## config.mk

```make
export PLATFORM = sky130hd
export DESIGN_NAME = kanji_ram_fetch
export DESIGN_NICKNAME = d
export VERILOG_FILES = /design/src/rtl/kanji_ram_fetch.sv
export SDC_FILE = /design/constraint.sdc
export NUM_CORES = 1
export LEC_CHECK = 0
export BUFFER_PORTS_ARGS = -buffer_cell sky130_fd_sc_hd__buf_2
export CORE_MARGIN = 10
export CORE_UTILIZATION = 45
export CTS_BUF_LIST = sky130_fd_sc_hd__clkbuf_8
export CTS_CLUSTER_SIZE = 24
export DETAILED_ROUTE_END_ITERATION = 10
export GPL_ROUTABILITY_DRIVEN = 1
export PLACE_DENSITY = 0.76
export RECOVER_POWER = 25
export SYNTH_ARGS = -nofsm -noshare
export SYNTH_HDL_FRONTEND = slang
export SYNTH_SLANG_ARGS = --single-unit
```

## constraint.sdc

```tcl
create_clock -name clk -period 2 [get_ports clk]
set_clock_uncertainty 0.15 [all_clocks]
set_input_delay 0.4 -clock clk [delete_from_list [all_inputs] [get_ports clk]]
set_output_delay 0.4 -clock clk [all_outputs]
set_load 0.02 [all_outputs]
```

## src/rtl/kanji_ram_fetch.sv

```systemverilog
// rtl/kanji_ram_fetch.sv - kanji font byte fetch with CPU wait stretching and one-entry cache
module kanji_ram_fetch #(
    parameter int          ADDR_W   = 27,
    parameter int          TIMEOUT  = 255,
    parameter logic [7:0]  ERR_DATA = 8'hFF
) (
    input  logic              clk,
    input  logic              reset,
    input  logic              ram_cs,
    input  logic [ADDR_W-1:0] ram_addr,
    input  logic              cpu_rd,
    input  logic              flush,
    output logic              mem_req,
    output logic [ADDR_W-1:0] mem_addr,
    input  logic              mem_ack,
    input  logic              mem_valid,
    input  logic [7:0]        mem_data,
    output logic              cpu_wait,
    output logic [7:0]        data_out,
    output logic              data_valid,
    output logic              timeout_err
);

    typedef enum logic [2:0] {
        IDLE  = 3'd0,
        REQ   = 3'd1,
        WAIT  = 3'd2,
        DRAIN = 3'd3,
        HOLD  = 3'd4
    } state_t;

    localparam logic [7:0] TO_LAST   = 8'(TIMEOUT - 1);
    localparam logic [7:0] DRAIN_LAST = 8'd15;

    state_t              state;
    logic [7:0]          cnt;
    logic                ram_cs_d;
    logic                aborted;
    logic                cache_valid;
    logic [ADDR_W-1:0]   cache_addr;
    logic [7:0]          cache_data;

    logic start;
    logic hit;
    logic done;
    logic cpu_live;

    // Decode the start edge, cache hit and transaction completion for this cycle
    always_comb begin
        start    = ram_cs & ~ram_cs_d;
        hit      = cache_valid && (cache_addr == ram_addr) && !flush;
        done     = (state == REQ)  ? (mem_ack && mem_valid) :
                   (state == WAIT) ? mem_valid : 1'b0;
        cpu_live = cpu_rd && !aborted;
    end

    // Fetch FSM; all outputs are registered here
    always_ff @(posedge clk) begin
        if (reset) begin
            state       <= IDLE;
            cnt         <= 8'd0;
            ram_cs_d    <= 1'b0;
            aborted     <= 1'b0;
            cache_valid <= 1'b0;
            cache_addr  <= '0;
            cache_data  <= 8'd0;
            mem_req     <= 1'b0;
            mem_addr    <= '0;
            cpu_wait    <= 1'b0;
            data_out    <= 8'hFF;
            data_valid  <= 1'b0;
            timeout_err <= 1'b0;
        end else begin
            ram_cs_d    <= ram_cs;
            timeout_err <= 1'b0;
            if (flush) begin
                cache_valid <= 1'b0;
            end
            case (state)
                IDLE: begin
                    if (start) begin
                        if (hit) begin
                            data_out   <= cache_data;
                            data_valid <= 1'b1;
                            state      <= HOLD;
                        end else begin
                            mem_addr <= ram_addr;
                            mem_req  <= 1'b1;
                            cpu_wait <= 1'b1;
                            cnt      <= 8'd0;
                            aborted  <= 1'b0;
                            state    <= REQ;
                        end
                    end
                end
                REQ, WAIT: begin
                    if (cnt != 8'hFF) begin
                        cnt <= cnt + 8'd1;
                    end
                    // CPU gave up: release it now, let the memory side finish quietly
                    if (!cpu_rd) begin
                        aborted  <= 1'b1;
                        cpu_wait <= 1'b0;
                    end
                    if (done) begin
                        // Completion beats a timeout landing on the same cycle
                        mem_req     <= 1'b0;
                        cpu_wait    <= 1'b0;
                        cache_addr  <= mem_addr;
                        cache_data  <= mem_data;
                        cache_valid <= ~flush;
                        if (cpu_live) begin
                            data_out   <= mem_data;
                            data_valid <= 1'b1;
                            state      <= HOLD;
                        end else begin
                            state <= IDLE;
                        end
                    end else if (cnt == TO_LAST) begin
                        mem_req     <= 1'b0;
                        cpu_wait    <= 1'b0;
                        timeout_err <= 1'b1;
                        cnt         <= 8'd0;
                        state       <= DRAIN;
                        if (cpu_live) begin
                            data_out   <= ERR_DATA;
                            data_valid <= 1'b1;
                        end
                    end else if (state == REQ && mem_ack) begin
                        mem_req <= 1'b0;
                        state   <= WAIT;
                    end
                end
                DRAIN: begin
                    // A late reply after abort is swallowed so it cannot feed the next read
                    cnt <= cnt + 8'd1;
                    if (mem_valid || cnt == DRAIN_LAST) begin
                        cnt   <= 8'd0;
                        state <= HOLD;
                    end
                end
                HOLD: begin
                    if (!cpu_rd) begin
                        data_valid <= 1'b0;
                        state      <= IDLE;
                    end
                end
                default: begin
                    state <= IDLE;
                end
            endcase
        end
    end

endmodule

```

==> impl_metrics.py <==
metrics = {
    "status": {
        "status": "finished with violations",
        "violations": "negative setup slack",
    },
    "run": {
        "maxCapViolCount": 0,
    },
    "clock_tree": {
        "clockBufferDepth": 2,
        "root_buffer": "clkbuf_8",
        "cts_hold_buf": 0,
        "cts_tree": "yes",
        "clk_latency_ns": 0.36,
        "numCtsBuffers": 9,
        "clkTransAtPathRegs_ns": 0.09,
        "clkSinkCount": 88,
        "htree_levels": 3,
    },
    "die": {
        "die_h_um": 113,
        "num_io_pins": 81,
        "start_util_pct": 47.0,
        "die_w_um": 113,
        "die_area_um2": 12800,
        "core-area_um2": 8340,
        "rows": 33,
    },
    "placed_design": {
        "dp_hpwl_um": 7550,
        "gp_congestion": 0.792,
        "dp.cells": 640,
        "portBuffers": 80,
    },
    "final_layout": {
        "layout_common_cells": "buf_2 (80), dfxtp_1 (79), nand2_1 (75), a21oi_1 (45)",
        "multi_input_area_um2": 2180,
        "drive_gt1_share_pct": 33.3,
        "area_growth_pct": 31.0,
        "final_cells": 669,
        "seqCellArea_um2": 1780,
        "num_antenna_cells": 0,
        "final_common_cell": "buf_2",
        "n_fill_cell": 723,
        "final_nets": 603,
    },
    "timing": {
        "post-route-min-period_ns": 2.23,
        "fmax_mhz": 447,
        "finalMaxSlewViolations": 0,
        "tightestPinTransition_ns": 0.828,
        "min_period_over_period_pct": 112,
        "relSlewSlack_pct": 44.4,
        "setup_slack_ns": -0.235,
        "grt_setup_unrepaired": "yes",
        "hold_violations": 0,
        "setup_viol": 42,
    },
    "grt": {
        "grt_pass1_wl_um": 17700,
        "grt_max_degree": 75,
        "antenna_found_initial": 0,
        "grt_pass1_vias": 3734,
        "grt_overflow": 0,
        "grt.total_usage_pct": 16.4,
    },
    "synthesis": {
        "yosys_warnings": 0,
        "synth_nets": 491,
        "synth_edf_count": 0,
        "syn_inst": 447,
        "async_flop_share_pct": 0,
        "synth_area_um2": 3920,
        "syn_area_per_cell_um2": 8.77,
        "ys.flop_type": "dfxtp_1",
        "ys_seq_area_share_pct": 45.0,
        "ys_ff_latch": 88,
        "synth_cell_types": 46,
    },
    "critical_path": {
        "startpoint_type": "flop",
        "worstSetupEndpointType": "flop",
        "cp.required_ns": 2.09,
        "critPathBufInv": 3,
        "ff2ff_setup_slack_ns": -0.23,
        "cp_top_family": "buffers and inverters",
        "timing.rr.end": "mem_addr[26]",
        "crit_path_top_delay_cell": "dfxtp_1",
        "crit_type": "flop to flop",
        "cp_max_fo": 11,
        "crit_path_max_incr_delay_ns": 0.35,
        "worstPathCellList": "xor2_2 > nor4_2 > buf_4 > nand3_1 > o211ai_1 > buf_4 > buf_12 > mux2i_2 > nor2_1",
        "cp.arrival_ns": 2.33,
        "reg2reg_from": "cache_addr[3]",
        "r2r.worst_path.cells": 9,
        "path_common_cell": "buf_4",
    },
    "pwr": {
        "ir_drop_mv": 0.643,
        "power_uw": 6280,
        "powerDensity_nw_per_um2": 1220,
        "p_leak_uw": 0.00224,
    },
    "drt": {
        "vias": 3688,
        "firstDrtPassIters": 4,
        "drc": 0,
        "drt-initial-drc-count": 181,
        "post_drt_wl_per_cell_um": 16.5,
        "avgViaCountPerCell": 5.51,
        "wl_um": 11100,
        "detail-route-antenna-nets": 0,
    },
    "hold_path": {
        "hold_path_depth": 2,
        "hp-class": "input port to flop",
        "holdPathEnd": "cache_valid",
        "hp-start": "flush",
    },
}
[area by class of cell]
class	count	share of cell area, %
Clock buffer	10	2.68
Clock inverter	6	1.29
Inverter	6	0.439
Multi-Input combinational cell	328	42.4
Sequential cell	88	34.6
Tap cell	105	2.56
Timing Repair Buffer	126	16.0
[through the flow]
step | hold WS [ns] | utilization, % | setup TNS (ns) | setup slack (ns) | instance area (um^2)
finish | 0.103 | 61.6 | -6.05 | -0.235 | 5130
CTS | 0.0820 | 59.7 | -4.54 | -0.169 | 4980
detailed placement | 0.299 | 55.4 | -19.70 | -0.506 | 4620
global placement | 0.292 | 55.4 | -17.69 | -0.447 | 4620
floorplan | 0.287 | - | -0.502 | -0.0405 | 3940
global route | 0.0907 | 61.6 | -11.07 | -0.331 | 5130
[cells in the mapped netlist, types with 2 or more instances]
cell       n  area [um^2]
o311a_1    2         20.0
o21ai_0   10         50.1
o311ai_2   2         32.5
nor3_1     4         20.0
a31oi_1    2         12.5
clkbuf_1  14         52.6
nor4_1     9         56.3
nand2b_1   5         31.3
a41oi_1    3         26.3
a211oi_1   6         45.0
nand2_1   75          282
o31ai_1    2         15.0
inv_1      6         22.5
nor2_1    38          143
mux2i_1   27          270
buf_2      8         40.0
o22ai_1    9         56.3
a211o_1    3         26.3
buf_4      2         15.0
a21o_1     2         15.0
a21oi_1   45          225
o21a_1     2         15.0
o211ai_1   4         30.0
nand4_1    2         12.5
xor2_1    27          236
dfxtp_1   88         1760
o311ai_1   7         61.3
nor2b_1    2         12.5
ha_1       2         25.0
or3b_2     2         17.5
buf_6      3         33.8
o21ai_1    7         35.0
nand3_1   12         60.1
and3_1     3         18.8
[timing repair]
| action | 4_1_cts | 5_1_grt |
|---|---|---|
| resized for setup | 16 | 29 |
| cloned | 3 | 0 |
| setup endpoints to repair | 47 | 49 |
| buffers inserted | 7 | 3 |
| pin swaps | 7 | 10 |
[sequential cells by signal (all words and copies together), names as in the netlist, 3 cells and up]
signal / flops
cnt: 8
state: 3
cache_addr: 27
cache_data: 8
mem_addr: 27
data_out: 8
[routing by layer]
layer,share of wire [%],wire (um),GRT usage (%)
met1,43,4700,19.4
met2,50,5570,27.8
met3,5.6,620,4.38
met4,1.5,162,5.67
met5,0,0,0
[worst register-to-register path, stage by stage (launching register included)]
cell and delay, ns:
dfxtp_1 0.35, xor2_2 0.20, nor4_2 0.32, buf_4 0.16, nand3_1 0.09, o211ai_1 0.20
buf_4 0.20, buf_12 0.17, mux2i_2 0.23, nor2_1 0.06
[worst max path at each step]
stage                         startpoint           end  slack [ns]  cells after the start
after floorplan             ram_addr[24]  mem_addr[10]       -0.04                      8
after global placement       ram_addr[9]  mem_addr[23]       -0.45                      9
after detailed placement     ram_addr[9]  mem_addr[11]       -0.51                      9
after CTS                 cache_addr[15]  mem_addr[11]       -0.17                      9
after global routing       cache_addr[3]  mem_addr[26]       -0.33                      9
final                      cache_addr[3]  mem_addr[26]       -0.23                      9
[power breakdown]
group          total, uW  switching, uW  internal [uW]
clock network       1270            654            616
logic               2810           1560           1240
registers           2200            188           2010
total               6280           2410           3870
[cell families (layout without fill, tap and decap cells)]
| kind of cell | after synthesis | in the layout | synth area share, % |
|---|---|---|---|
| flops | 88 | 88 | 45.0 |
| xor+xnor | 27 | 27 | 6.03 |
| fa+ha+maj | 2 | 2 | 0.638 |
| buf+inv | 33 | 148 | 4.18 |
| compound gates | 112 | 114 | 18.8 |
| simple gates | 158 | 158 | 18.5 |
| mux | 27 | 27 | 6.90 |
No activity file was read; power rests on OpenSTA's default activity.
